### src/rtl/sdf_pkg.sv
// Shared helpers for radix-2 SDF FFT stages: butterfly result scaling and
// output-index sizing.
package sdf_pkg;

   localparam int BF_MAXW = 64;

   typedef logic signed [BF_MAXW:0] bf_wide_t;

   function automatic int sdf_idx_w(input int depth);
      return (depth < 1) ? 1 : $clog2(2 * depth);
   endfunction

   // val is the sign-extended WIDTH+1-bit butterfly result; the caller keeps the low WIDTH bits
   function automatic bf_wide_t bf_scale(input bf_wide_t val, input logic scale, input logic rh);
      bf_wide_t t;
      t = val + $signed({{BF_MAXW{1'b0}}, rh});
      return scale ? (t >>> 1) : val;
   endfunction

endpackage

### src/rtl/sdf_delay_line.sv
// Complex feedback delay line for an SDF stage: fixed DEPTH-cycle latency,
// shifts every clock, no reset on the data.
module sdf_delay_line #(
   parameter int DEPTH = 4,
   parameter int WIDTH = 16
) (
   input  logic                    clock,
   input  logic signed [WIDTH-1:0] din_re,
   input  logic signed [WIDTH-1:0] din_im,
   output logic signed [WIDTH-1:0] dout_re,
   output logic signed [WIDTH-1:0] dout_im
);

   logic signed [WIDTH-1:0] sr_re [DEPTH];
   logic signed [WIDTH-1:0] sr_im [DEPTH];

   always_ff @(posedge clock) begin
      sr_re[0] <= din_re;
      sr_im[0] <= din_im;
      for (int i = 1; i < DEPTH; i++) begin
         sr_re[i] <= sr_re[i-1];
         sr_im[i] <= sr_im[i-1];
      end
   end

   assign dout_re = sr_re[DEPTH-1];
   assign dout_im = sr_im[DEPTH-1];

endmodule

### src/rtl/sdf_r2_stage.sv
// Radix-2 single-path delay-feedback FFT stage: emits x[n]+x[n+DEPTH] then
// x[n]-x[n+DEPTH] per frame, with optional halving and an output slot index.
module sdf_r2_stage
   import sdf_pkg::*;
#(
   parameter int WIDTH = 16,
   parameter int DEPTH = 4,
   parameter int SCALE = 0,
   parameter int BF_RH = 0
) (
   input  logic                       clock,
   input  logic                       reset_n,
   input  logic                       di_en,
   input  logic signed [WIDTH-1:0]    di_re,
   input  logic signed [WIDTH-1:0]    di_im,
   output logic                       do_en,
   output logic signed [WIDTH-1:0]    do_re,
   output logic signed [WIDTH-1:0]    do_im,
   output logic [$clog2(2*DEPTH)-1:0] do_idx
);

   localparam int   IW = sdf_idx_w(DEPTH);
   localparam logic SC = (SCALE != 0);
   localparam logic RH = (BF_RH != 0);

   logic [IW-1:0]           in_cnt;
   logic                    bf_act;
   logic signed [WIDTH-1:0] dl_in_re, dl_in_im;
   logic signed [WIDTH-1:0] dl_out_re, dl_out_im;
   logic signed [WIDTH-1:0] path_re, path_im;
   logic signed [WIDTH:0]   sum_re, sum_im, dif_re, dif_im;
   logic [DEPTH-1:0]        vld_p;

   function automatic logic signed [WIDTH-1:0] bf_f(input logic signed [WIDTH:0] v);
      bf_wide_t w;
      w = bf_scale($signed({{(BF_MAXW-WIDTH){v[WIDTH]}}, v}), SC, RH);
      return w[WIDTH-1:0];
   endfunction

   // Input stage: frame position and butterfly select
   always_ff @(posedge clock or negedge reset_n) begin
      if (!reset_n)
         in_cnt <= '0;
      else if (!di_en)
         in_cnt <= '0;
      else
         in_cnt <= in_cnt + IW'(1);
   end

   assign bf_act = di_en & in_cnt[IW-1];

   assign sum_re = {dl_out_re[WIDTH-1], dl_out_re} + {di_re[WIDTH-1], di_re};
   assign sum_im = {dl_out_im[WIDTH-1], dl_out_im} + {di_im[WIDTH-1], di_im};
   assign dif_re = {dl_out_re[WIDTH-1], dl_out_re} - {di_re[WIDTH-1], di_re};
   assign dif_im = {dl_out_im[WIDTH-1], dl_out_im} - {di_im[WIDTH-1], di_im};

   // Differences are parked in the delay line and leave during the next frame's fill
   always_comb begin
      dl_in_re = di_re;
      dl_in_im = di_im;
      path_re  = dl_out_re;
      path_im  = dl_out_im;
      if (bf_act) begin
         dl_in_re = bf_f(dif_re);
         dl_in_im = bf_f(dif_im);
         path_re  = bf_f(sum_re);
         path_im  = bf_f(sum_im);
      end
   end

   sdf_delay_line #(
      .DEPTH (DEPTH),
      .WIDTH (WIDTH)
   ) u_dl (
      .clock   (clock),
      .din_re  (dl_in_re),
      .din_im  (dl_in_im),
      .dout_re (dl_out_re),
      .dout_im (dl_out_im)
   );

   always_ff @(posedge clock or negedge reset_n) begin
      if (!reset_n) begin
         vld_p <= '0;
      end else begin
         vld_p[0] <= di_en;
         for (int i = 1; i < DEPTH; i++)
            vld_p[i] <= vld_p[i-1];
      end
   end

   // Output stage: valid, slot index and data registered together
   always_ff @(posedge clock or negedge reset_n) begin
      if (!reset_n) begin
         do_en  <= 1'b0;
         do_idx <= '0;
         do_re  <= '0;
         do_im  <= '0;
      end else begin
         do_en  <= vld_p[DEPTH-1];
         do_idx <= (vld_p[DEPTH-1] & do_en) ? do_idx + IW'(1) : '0;
         do_re  <= path_re;
         do_im  <= path_im;
      end
   end

endmodule

### config.mk
export PLATFORM = sky130hd
export DESIGN_NAME = sdf_r2_stage
export DESIGN_NICKNAME = d
export VERILOG_FILES = /design/src/rtl/sdf_pkg.sv /design/src/rtl/sdf_delay_line.sv /design/src/rtl/sdf_r2_stage.sv
export SDC_FILE = /design/constraint.sdc
export NUM_CORES = 1
export LEC_CHECK = 0
export CAP_MARGIN = 20
export CORE_MARGIN = 8
export CORE_UTILIZATION = 52
export CTS_CLUSTER_DIAMETER = 100
export DETAILED_ROUTE_END_ITERATION = 12
export PLACE_DENSITY_LB_ADDON = 0.05
export SYNTH_ARGS = -nofsm -noshare
export SYNTH_HDL_FRONTEND = slang
export SYNTH_SLANG_ARGS = --single-unit
### constraint.sdc
create_clock -name clock -period 2.1 [get_ports clock]
set_input_delay 0.21 -clock clock [delete_from_list [all_inputs] [get_ports clock]]
set_output_delay 0.21 -clock clock [all_outputs]
set_load 0.05 [all_outputs]
After elaboration in Yosys (flattened, before gate mapping)
Memories as Yosys holds them, arrays and structs flattened.
Index checks and enable logic that the tools add are counted.

word-level totals
  register bits = 43
  bits in writable memories = 128
  input bits = 35
  output and inout port bits = 36
  logic and storage cells = 22
  memories kept = 2

cells by class
  $add $sub $neg = 6
  multiplexer cells = 6
  bitwise logic cells = 2

memory list
  name        words  bits a word  rd ports  clocked after memory_dff  wr ports  RTL line              RTL
  u_dl.sr_im  4      16           4         0                         4         sdf_delay_line.sv:15  logic signed [WIDTH-1:0] sr_im [DEPTH];
  u_dl.sr_re  4      16           4         0                         4         sdf_delay_line.sv:14  logic signed [WIDTH-1:0] sr_re [DEPTH];

operator list
  operator             count
  $mux 16              4
  $add 16x16->16       2
  $sub 16x16->16       2
  $add 3x1->3 const B  2
  $mux 3               2
  $and 1x1->1          2

Depth between registers and ports, before layout
Gate-level depths: netlist (run 1).

  word-level depth = 2
  gate-level depth with buffers = 10
  gate-level depth less buffers = 10

By module
Synthesis (run 1) repeated with hierarchy kept, for this count alone.

second synthesis, totals
  cell total of the unflattened synthesis = 762
  area, all modules = 7432.1 um2

modules (own cells, without submodules)
  module          times used  cells each  area an instance (um2)  sequential area each (um2)
  sdf_r2_stage    1           634         4869.7                  1076.0
  sdf_delay_line  1           128         2562.5                  2562.5

Worst setup path after synthesis (run 1)
No wires, ideal clock.

  path type = reg2reg
  start point = memory u_dl.sr_im[3][0]
  end point = memory u_dl.sr_im[0][14]
  library setup time = 0.120 ns
  arrival time = 2.059 ns
  data required time = 1.980 ns
  setup slack = -0.078 ns
  stages on the path, launching flop included = 11
  buffers on the path = 0
  period minus slack after synthesis = 2.178 ns
  cell sequence = dfxtp_1 > inv_1 > ha_1 > fa_1 > nor2b_1 > o21a_1 > o21ai_1 > a211o_1 > a21oi_1 > nor2_1 > a211o_1

RTL lines
  element          RTL line
  start, declared  sdf_delay_line.sv:15

==> results of run 1 <==
==> kinds of logic after synthesis <==
group	Yosys count
compound gates	194
simple gates	187
flops	171
buf+inv	98
fa+ha+maj	66
xor+xnor	43
mux	3
==> metal layers <==
layer	vias to the layer above	wire length (um)	GRT usage
li1	3100	-	-
met1	3103	8666	0.2483
met2	192	10860	0.3958
met3	49	862	0.04970
met4	0	626	0.09500
met5	-	0	0
==> cell type report <==
type,count,area [um^2],area share
multi-input combinational,493,4063,0.3686
sequential,171,3657,0.3319
timing repair buffer,268,2260,0.2050
clock buffer,21,471.7,0.04280
inverter,62,235.2,0.02134
tap,180,225.2,0.02044
clock inverter,11,108.9,0.009877
==> worst register-to-register path: stages (launching register included) <==
cell                       delay [ns]
sky130_fd_sc_hd__dfxtp_4         0.37
sky130_fd_sc_hd__ha_4            0.23
sky130_fd_sc_hd__buf_6           0.12
sky130_fd_sc_hd__nor2_4          0.12
sky130_fd_sc_hd__a221oi_4        0.09
sky130_fd_sc_hd__o31ai_4         0.30
sky130_fd_sc_hd__a31oi_4         0.14
sky130_fd_sc_hd__or4_1           0.44
sky130_fd_sc_hd__a31oi_2         0.22
sky130_fd_sc_hd__xor2_1          0.15
==> cells in the mapped netlist (4+ instances only) <==
cell,n,area (um^2)
sky130_fd_sc_hd__a221oi_1,6,52.55
sky130_fd_sc_hd__ha_1,62,775.7
sky130_fd_sc_hd__o21bai_1,9,67.56
sky130_fd_sc_hd__o21ai_0,68,340.3
sky130_fd_sc_hd__nand3b_1,5,37.54
sky130_fd_sc_hd__or3_1,4,25.02
sky130_fd_sc_hd__buf_2,10,50.05
sky130_fd_sc_hd__nor2_1,38,142.6
sky130_fd_sc_hd__xor2_1,13,113.9
sky130_fd_sc_hd__o21ai_1,6,30.03
sky130_fd_sc_hd__xnor2_1,30,262.8
sky130_fd_sc_hd__nand2b_1,7,43.79
sky130_fd_sc_hd__inv_1,60,225.2
sky130_fd_sc_hd__fa_1,4,80.08
sky130_fd_sc_hd__o21a_1,8,60.06
sky130_fd_sc_hd__a211oi_1,5,37.54
sky130_fd_sc_hd__nor2b_1,11,68.82
sky130_fd_sc_hd__o31ai_1,9,67.56
sky130_fd_sc_hd__a21o_1,5,37.54
sky130_fd_sc_hd__a21oi_1,40,200.2
sky130_fd_sc_hd__o211ai_1,6,45.04
sky130_fd_sc_hd__dfrtp_1,43,1076
sky130_fd_sc_hd__nand2_1,64,240.2
sky130_fd_sc_hd__nor3_1,20,100.1
sky130_fd_sc_hd__dfxtp_1,128,2562
sky130_fd_sc_hd__and3_1,10,62.56
sky130_fd_sc_hd__a31oi_1,5,31.28
sky130_fd_sc_hd__nand3_1,9,45.04
sky130_fd_sc_hd__clkbuf_1,22,82.58
==> per-stage QoR <==
step	instances	util
3_5_place_dp	1150	0.6871
3_3_place_gp	1150	0.6871
6_report	1206	0.7909
5_1_grt	1206	0.7909
2_1_floorplan	762	-
4_1_cts	1198	0.7600
==> where the power goes <==
| group | switching, mW | internal [mW] | total [mW] |
|---|---|---|---|
| Sequential | 0.121 | 3.53 | 3.65 |
| Combinational | 1.35 | 1.21 | 2.56 |
| Clock | 1.30 | 1.75 | 3.05 |
==> final timing paths <==
check,startpoint,endpoint,slack (ns)
min,di_re[2],u_dl.sr_re[0][2],0.15
min in group asynchronous,reset_n,do_im[3],0.30
max in group asynchronous,reset_n,do_re[12],1.25
max reg2reg,u_dl.sr_im[3][1],do_im[15],-0.13
max,u_dl.sr_im[3][1],do_im[15],-0.13
min reg2reg,u_dl.sr_im[1][3],u_dl.sr_im[2][3],0.32
==> sequential cells by signal, indices dropped and copies added, names as in the netlist <==
signal and count:
do_en 1, do_idx 3, do_im 16, do_re 16, in_cnt 3, u_dl.sr_im 64
u_dl.sr_re 64, vld_p 4
==> layout by cell type, fill, tap and decap left out, drive strengths merged, types with 10 or more instances in the layout <==
cell type / count
buf: 198
dfxtp: 128
o21ai: 74
nand2: 64
inv: 64
clkdlybuf4s50: 63
ha: 62
dfrtp: 43
a21oi: 40
nor2: 39
xnor2: 30
clkbuf: 21
nor3: 20
xor2: 13
nor2b: 11
and3: 10
o31ai: 10
==> timing repair <==
action | in CTS | in global routing
hold endpoints to repair | 20 | 0
hold buffers | 1 | 0
gates resized for setup | 75 | 85
pin swaps | 38 | 52
endpoints found under the setup margin | 31 | 37
buffers inserted | 16 | 10
==> results.md, run 1 <==
- The count of buffers added on input and output ports is 70.
- In this run the count of I/O pins placed on the die edge is 71.
- The slowest stage of the critical path belongs to the cell sky130_fd_sc_hd__or4_1.
- In the routed design, unresolved DRC markers number 0.
- In this run the mean area of a mapped cell was 9.753 um^2.
- The post-synthesis xor/xnor area fraction is 0.05067.
- The synthesis-to-layout area growth is 48.28%.
- The worst hold path was traced through 3 stages.
- The worst hold path belongs to the class in -> reg.
- The via-per-instance ratio is 5.343.
- The overflow left after global routing is 0.
- Entering global routing, the biggest net connects 37 pins.
- The number of global-route vias before repair is 6724.
- The post-place setup slack is -0.7130 ns.
- The classification of the worst setup path is reg -> reg.
- After detailed placement, the total cell area comes to 9574 um^2.
- Counting cells, the worst reg-to-reg path comes to 9.
- Data arrives at the worst endpoint at 2.58 ns.
- The dominant delay contributor by cell family on the critical path is compound AO/OA/AOI/OAI gates.
- 0 antenna diodes ended up in the layout.
- The synthesized-area fraction occupied by ao, oa, aoi and oai cells came to 0.1650.
- STA classifies the critical path startpoint as a register.
- Clock tree synthesis selected as its root buffer the cell sky130_fd_sc_hd__clkbuf_16.
- Summing over every cut layer, the via total after detailed routing is 6444.
- The design draws 9.259 mW.
- The number of cells on the critical path is 9.
- The total CTS buffers is 17.
- Counting along the longest clock path gives a buffer depth of 2.
- The H-tree depth is 4.
- After layout, the minimum clock period comes to 2.229 ns.
- Traced cell by cell, the critical path runs through ha_4 -> buf_6 -> nor2_4 -> a221oi_4 -> o31ai_4 -> a31oi_4 -> or4_1 -> a31oi_2 -> xor2_1.
- Across the run, the number of max-cap violations was 0.
- The mapped netlist covers 7432 um^2.
- The finished cells cover 11020 um^2.
- The flip-flop cell with the highest count after synthesis is sky130_fd_sc_hd__dfxtp_1.
- The worst path buffer plus inverter count is 1.
- For this run, the register share of the synthesized area comes to 0.4896.
- The largest family of logic cells by synthesized area is compound AO/OA/AOI/OAI gates.
- The floorplan core area is 13930 um^2.
- Once routing completed, OpenROAD measured the worst setup slack at -0.1295 ns.
- The die covers 18370 um^2.
- Measured against the total synthesized area, the mux share comes to 0.004040.
- The adder and majority gate portion of the synthesized area is 0.1152.
- At the pin with the least slew margin, the transition time is 0.5673 ns.
- The fraction of layout instances using a drive strength above 1 is 0.3168.
- The flow ran to the end, but the final reports show violations.
- The clock input transition at the sequential cells of the worst setup and hold paths is 0.06 ns.
- The total wire length is 21.01 mm.
- The CTS tree is built.
- VDD sags by at most 0.6190 mV.
- The clock insertion delay at the later pin of the skew report is 0.43 ns.
- Of the available clock period, the critical path in the final layout requires 1.062.
- Of the total synthesized cell area, the portion taken by AND, OR, NAND and NOR gates is 0.1232.
- Adding up every negative setup slack in the final design gives -0.9464 ns.
- Measured against its own limit, the worst slew margin works out to 0.6178.
- In this run, synthesis inferred 0 flip-flops with an integrated enable.
- The first detailed-routing pass ran for 7 iterations.
- The instance count of the mapped netlist is 762.
- Row generation in the floorplan step produced 43 rows.
- For this run, the total global-route usage over all layers was measured as 0.2220.
- The count of final hold-check violations is 0.
- The height of the chip is 135.6 um.
- Along the worst path, the maximum fanout reaches 3.
- Once detailed placement completed, the half-perimeter wirelength came to 14.17 mm.
- Between clock sinks in the finished design, the worst skew comes to 0.008759 ns.
- In this run the power density over the cells is 840.2 nW/um^2.
- For this run, the top clock speed supported by timing is 448.5 MHz.
- Final hold analysis gives a worst-case slack of 0.1532 ns.
- The net count reported at finish is 1114.
- The count of unique library cells instantiated by Yosys is 63.
- The count of filler cells inserted in the layout is 864.
- The proportion of synthesized flip-flops having asynchronous set or reset is 0.2515.
- The number of nets in the synthesized netlist is 863.
- The initial antenna violation count was 0.
- Data on the critical path is required at its endpoint by 2.45 ns.
- STA classifies the critical path endpoint as a register.
- The starting utilization of the core area is 0.5334.
- The final reports fail on setup timing.
- The final max-slew violation count is 0.
- The Yosys warning count is 0.
- The setup-violating endpoint count in the final report is 18.
- The synthesized design contains 171 register bits.
- The number of sinks driven by the clock tree is 171.
- The number of routed nets with antenna violations is 0.
- After detailed routing, the average wire length per cell comes to 17.42 um.
- The number of design-rule violations left by the first detailed-router iteration is 464.
- From left edge to right edge, the die measures 135.6 um.
- The global-route wire length before repair is 32.42 mm.
- The placer congestion estimate is 0.8658.
- On the worst path, the slowest cell contributes a delay of 0.44 ns.
- In this run the static leakage power is 5.064 nW.
- Setup repair after global routing could not meet its margin everywhere.
Note: power is estimated with default switching activity, not from simulation.
==> run 2, diff against run 1 <==
--- a/config.mk
+++ b/config.mk
@@ -5,6 +5,7 @@
 export SDC_FILE = /design/constraint.sdc
 export NUM_CORES = 1
 export LEC_CHECK = 0
+export ABC_CLOCK_PERIOD_IN_PS = 2100
 export CAP_MARGIN = 20
 export CORE_MARGIN = 8
 export CORE_UTILIZATION = 52
==> results of run 2 <==
Same layout as run 1: the final DEF is identical, and so are final timing and power.
==> run 3, diff against run 2 <==
--- a/config.mk
+++ b/config.mk
@@ -8,10 +8,12 @@
 export ABC_CLOCK_PERIOD_IN_PS = 2100
 export CAP_MARGIN = 20
 export CORE_MARGIN = 8
-export CORE_UTILIZATION = 52
+export CORE_UTILIZATION = 50
 export CTS_CLUSTER_DIAMETER = 100
+export CTS_CLUSTER_SIZE = 30
 export DETAILED_ROUTE_END_ITERATION = 12
 export PLACE_DENSITY_LB_ADDON = 0.05
+export SETUP_SLACK_MARGIN = 0.2
 export SYNTH_ARGS = -nofsm -noshare
 export SYNTH_HDL_FRONTEND = slang
 export SYNTH_SLANG_ARGS = --single-unit
==> run 3 against run 2 <==
Effect of this change: the flow still finishes with violations (setup timing); sequential cell count unchanged; die area increased by 3.5%; critical path depth increased by 1; final cell count decreased by 0.17%; clock skew increased by 0.0029 ns; highest routed layer unchanged.
==> results.md, run 3 (same netlist as run 1, synthesis figures left out) <==
- The worst-margin pin slew is 0.5952 ns (+0.02796 ns).
- The total power is 9.450 mW (+2.1%).
- The cell count after placement is 1137 (-1.1%).
- The number of buffer cells added on primary ports is 70 (unchanged).
- The share of the cycle needed by the critical path after routing is 1.051 (-0.01109).
- The power share of the clock group is 0.343 (+0.014).
- The final reports fail on setup timing.
- The number of rows in the core area is 44 (+2.3%).
- The biggest fanout along the worst timing path is 3 (unchanged).
- The power per unit of standard cell area came to 853.5 nW/um^2 (+1.6%).
- The dominant cell type by count on the critical path is sky130_fd_sc_hd__a211o_1.
- The delay of the slowest cell on the worst path is 0.39 ns (-0.05 ns).
- The first-pass detailed-route iteration total was 7 (unchanged).
- In this run the critical register-to-register path is launched from u_dl.sr_im[3][0].
- The sequential cell fraction of total power is 0.386 (-0.008).
- In this run the worst setup path begins at u_dl.sr_im[3][0].
- The overflow left after global routing was 0 (unchanged).
- The static leakage power is 5.013 nW (-1.0%).
- The H-tree depth is 4 (unchanged).
- The floorplan core area is 14530 um^2 (+4.3%).
- The combinational power share is 0.271 (-0.006).
- In the layout the commonest cells are 180 x sky130_fd_sc_hd__buf_4, 113 x sky130_fd_sc_hd__dfxtp_1, 65 x sky130_fd_sc_hd__clkdlybuf4s50_1.
- The number of standard cells in the final layout excluding fillers is 1204 (-0.17%).
- The CTS tree is built.
- The worst setup slack after layout came to -0.1062 ns (+0.02329 ns).
- The kind of path behind the tightest hold check is in -> reg.
- STA classifies the critical path endpoint as a register.
- The total wire length was 19.80 mm (-5.8%).
- The wire length on met3 is 822 um (-4.6%).
- The count of max-cap constraint violations was 0 (unchanged).
- The slowest stage of the critical path is the sky130_fd_sc_hd__fa_2 cell.
- The switching portion of total power was 0.2982 (-0.001231).
- The number of sinks driven by the clock tree is 171 (unchanged).
- The number of design-rule violations left by the first detailed-router iteration was 492 (+6.0%).
- The via-per-instance ratio is 5.235 (-2.0%).
- The root buffer selected by CTS is sky130_fd_sc_hd__clkbuf_16.
- The number of antenna repair diodes came to 0 (unchanged).
- The synthesis-to-layout area growth is 48.97%.
- The pin count of the biggest net entering global routing was 44 (+19%).
- The placer congestion estimate was 0.9036 (+4.4%).
- The setup-violating endpoint count in the final report is 9 (-9).
- The height of the chip is 137.9 um (+1.7%).
- The critical hold path startpoint is di_im[3].
- The net count reported at finish is 1108 (-0.54%).
- The number of cells traversed by the worst register-to-register path is 10 (+1).
- The number of remaining DRC errors came to 0 (unchanged).
- The peak ir drop on the vdd network came to 0.6139 mV (-0.83%).
- The routed length per instance came to 16.44 um (-5.6%).
- The most common cell after layout, fill and taps aside is sky130_fd_sc_hd__buf_4.
- The initial antenna violation count is 0 (unchanged).
- The total CTS buffers was 17 (unchanged).
- The clock insertion delay at the later pin of the skew report came to 0.43 ns (about the same).
- The fraction of layout instances using a drive strength above 1 is 0.3422 (+0.02539).
- The met2 layer wire length in the routed design came to 10.33 mm (-4.9%).
- The critical path required time is 2.41 ns (-0.04 ns).
- The critical path arrival came to 2.52 ns (-0.06 ns).
- The final sum of negative setup slack is -0.4648 ns (+0.4816 ns).
- The number of routed nets with antenna violations is 0 (unchanged).
- The post-place instance area is 9608 um^2 (+0.35%).
- The number of cells on the worst hold path is 4 (+1).
- The endpoint of the worst-slack reg-to-reg timing path is u_dl.sr_im[0][14].
- The critical path is of the reg -> reg type.
- The worst path buffer plus inverter count is 1 (unchanged).
- The number of global-route vias before repair is 6434 (-4.3%).
- The maximum clock rate is 453.3 MHz (+1.1%).
- The highest metal layer used by the detailed router is met4.
- Broken down by cell family, the worst path's largest delay share belongs to compound AO/OA/AOI/OAI gates.
- The horizontal die dimension came to 137.9 um (+1.7%).
- The half-perimeter wire length of the detailed placement result is 13.49 mm (-4.7%).
- The total via count after detailed routing was 6303 (-2.2%).
- The area of the die is 19020 um^2 (+3.5%).
- The minimum clock period is 2.206 ns (-0.02329 ns).
- The clock input transition at the sequential cells of the worst setup and hold paths is 0.07 ns (about the same).
- The met1 wire length came to 8.218 mm (-5.2%).
- The final max-slew violation count is 0 (unchanged).
- The total internal power is 6.632 mW (+2.2%).
- The overall global routing resource usage is 0.2101 (-0.01185).
- The power dissipated by switching net loads is 2.818 mW (+1.6%).
- The clock tree buffer depth is 2 (unchanged).
- The worst slew margin relative to its limit is 0.6032 (-0.01465).
- The clock tree skew after final layout is 0.01167 ns (+0.002912 ns).
- The run finished, with violations left.
- The core utilization of the finished layout is 0.7618 (-0.02908).
- The count of pins on the block boundary is 71 (unchanged).
- Setup repair after global routing could not meet its margin everywhere.
- The final standard cell area without fillers is 11070 um^2 (+0.47%).
- The count of final hold-check violations is 0 (unchanged).
- The worst hold path terminates at u_dl.sr_im[0][3].
- The worst setup path is launched from a register.
- In the final layout, the registers with the most flip-flops are u_dl.sr_im (64), u_dl.sr_re (64).
- The slack of the worst reg-to-reg path is -0.11 ns (+0.02 ns).
- The starting utilization of the core area is 0.5114 (-0.02199).
- The critical path goes through inv_2 -> ha_4 -> fa_2 -> nor2b_2 -> o21a_1 -> o21ai_2 -> a211o_1 -> a21oi_2 -> nor2_1 -> a211o_1.
- The global-route wire length before repair is 31.35 mm (-3.3%).
## run 3: changes by cell type in the layout (fill, tap and decap cells not counted), sizes merged
cell           before  now
dlygate4sd2         2    3
clkinvlp            1    0
inv                64   71
bufinv              1    2
dlymetal6s2s        4    1
clkdlybuf4s50      63   65
clkinv              7    2
clkbuf             21   19
buf               198  192
## run 3: worst max path at each step
stage	endpoint	depth (start not counted)
after detailed placement	do_im[12]	10
after global routing	u_dl.sr_im[0][14]	10
after global placement	do_re[9]	11
after CTS	do_im[12]	9
after floorplan	u_dl.sr_im[0][14]	10
final	u_dl.sr_im[0][14]	10
## run 3: final cells by class
class / instances / area [um^2]
clock buffers: 19 / 452.9
clock inverters: 13 / 163.9
fillers: 1000 / 3462
inverters: 62 / 235.2
multi-input cells: 493 / 4110
flip-flops and latches: 171 / 3670
well taps: 184 / 230.2
repair buffers: 262 / 2210
## run 3: power by group through the flow
stage	Combinational (mW)	Clock (mW)	Sequential, mW
3_5_place_dp	2.12	0	3.71
4_1_cts	2.35	3.31	3.65
5_1_grt	2.74	3.45	3.67
2_1_floorplan	1.00	0	3.91
3_3_place_gp	2.09	0	3.70
6_report	2.56	3.24	3.65
## run 3: timing repair
| action | CTS | global route |
|---|---|---|
| pin swaps | 55 | 45 |
| setup buffers | 20 | 14 |
| endpoints found under the setup margin | 39 | 40 |
| endpoints found under the hold margin | 43 | 0 |
| gates resized for setup | 99 | 63 |
| hold buffers | 1 | 0 |
## run 3: worst register-to-register path, delay by kind of cell, from the launching register on
kind            cells  cell delay [ns]
compound gates      5             0.95
fa+ha+maj           2             0.55
buf+inv             1             0.05
flops               1             0.35
simple gates        2             0.19
## run 3: through the flow
stage	setup WS, ns	hold slack, ns
after floorplan	-0.01980	-0.08559
after global placement	-0.6162	0.3099
after detailed placement	-0.6519	0.3121
after CTS	-0.1023	0.2588
after global routing	-0.2034	0.2112
final	-0.1062	0.1969
## run 3: layer usage
layer,track usage,vias to the layer above
met5,0,-
met4,0.07940,0
met3,0.04565,38
met2,0.3670,165
met1,0.2471,3019
li1,-,3081
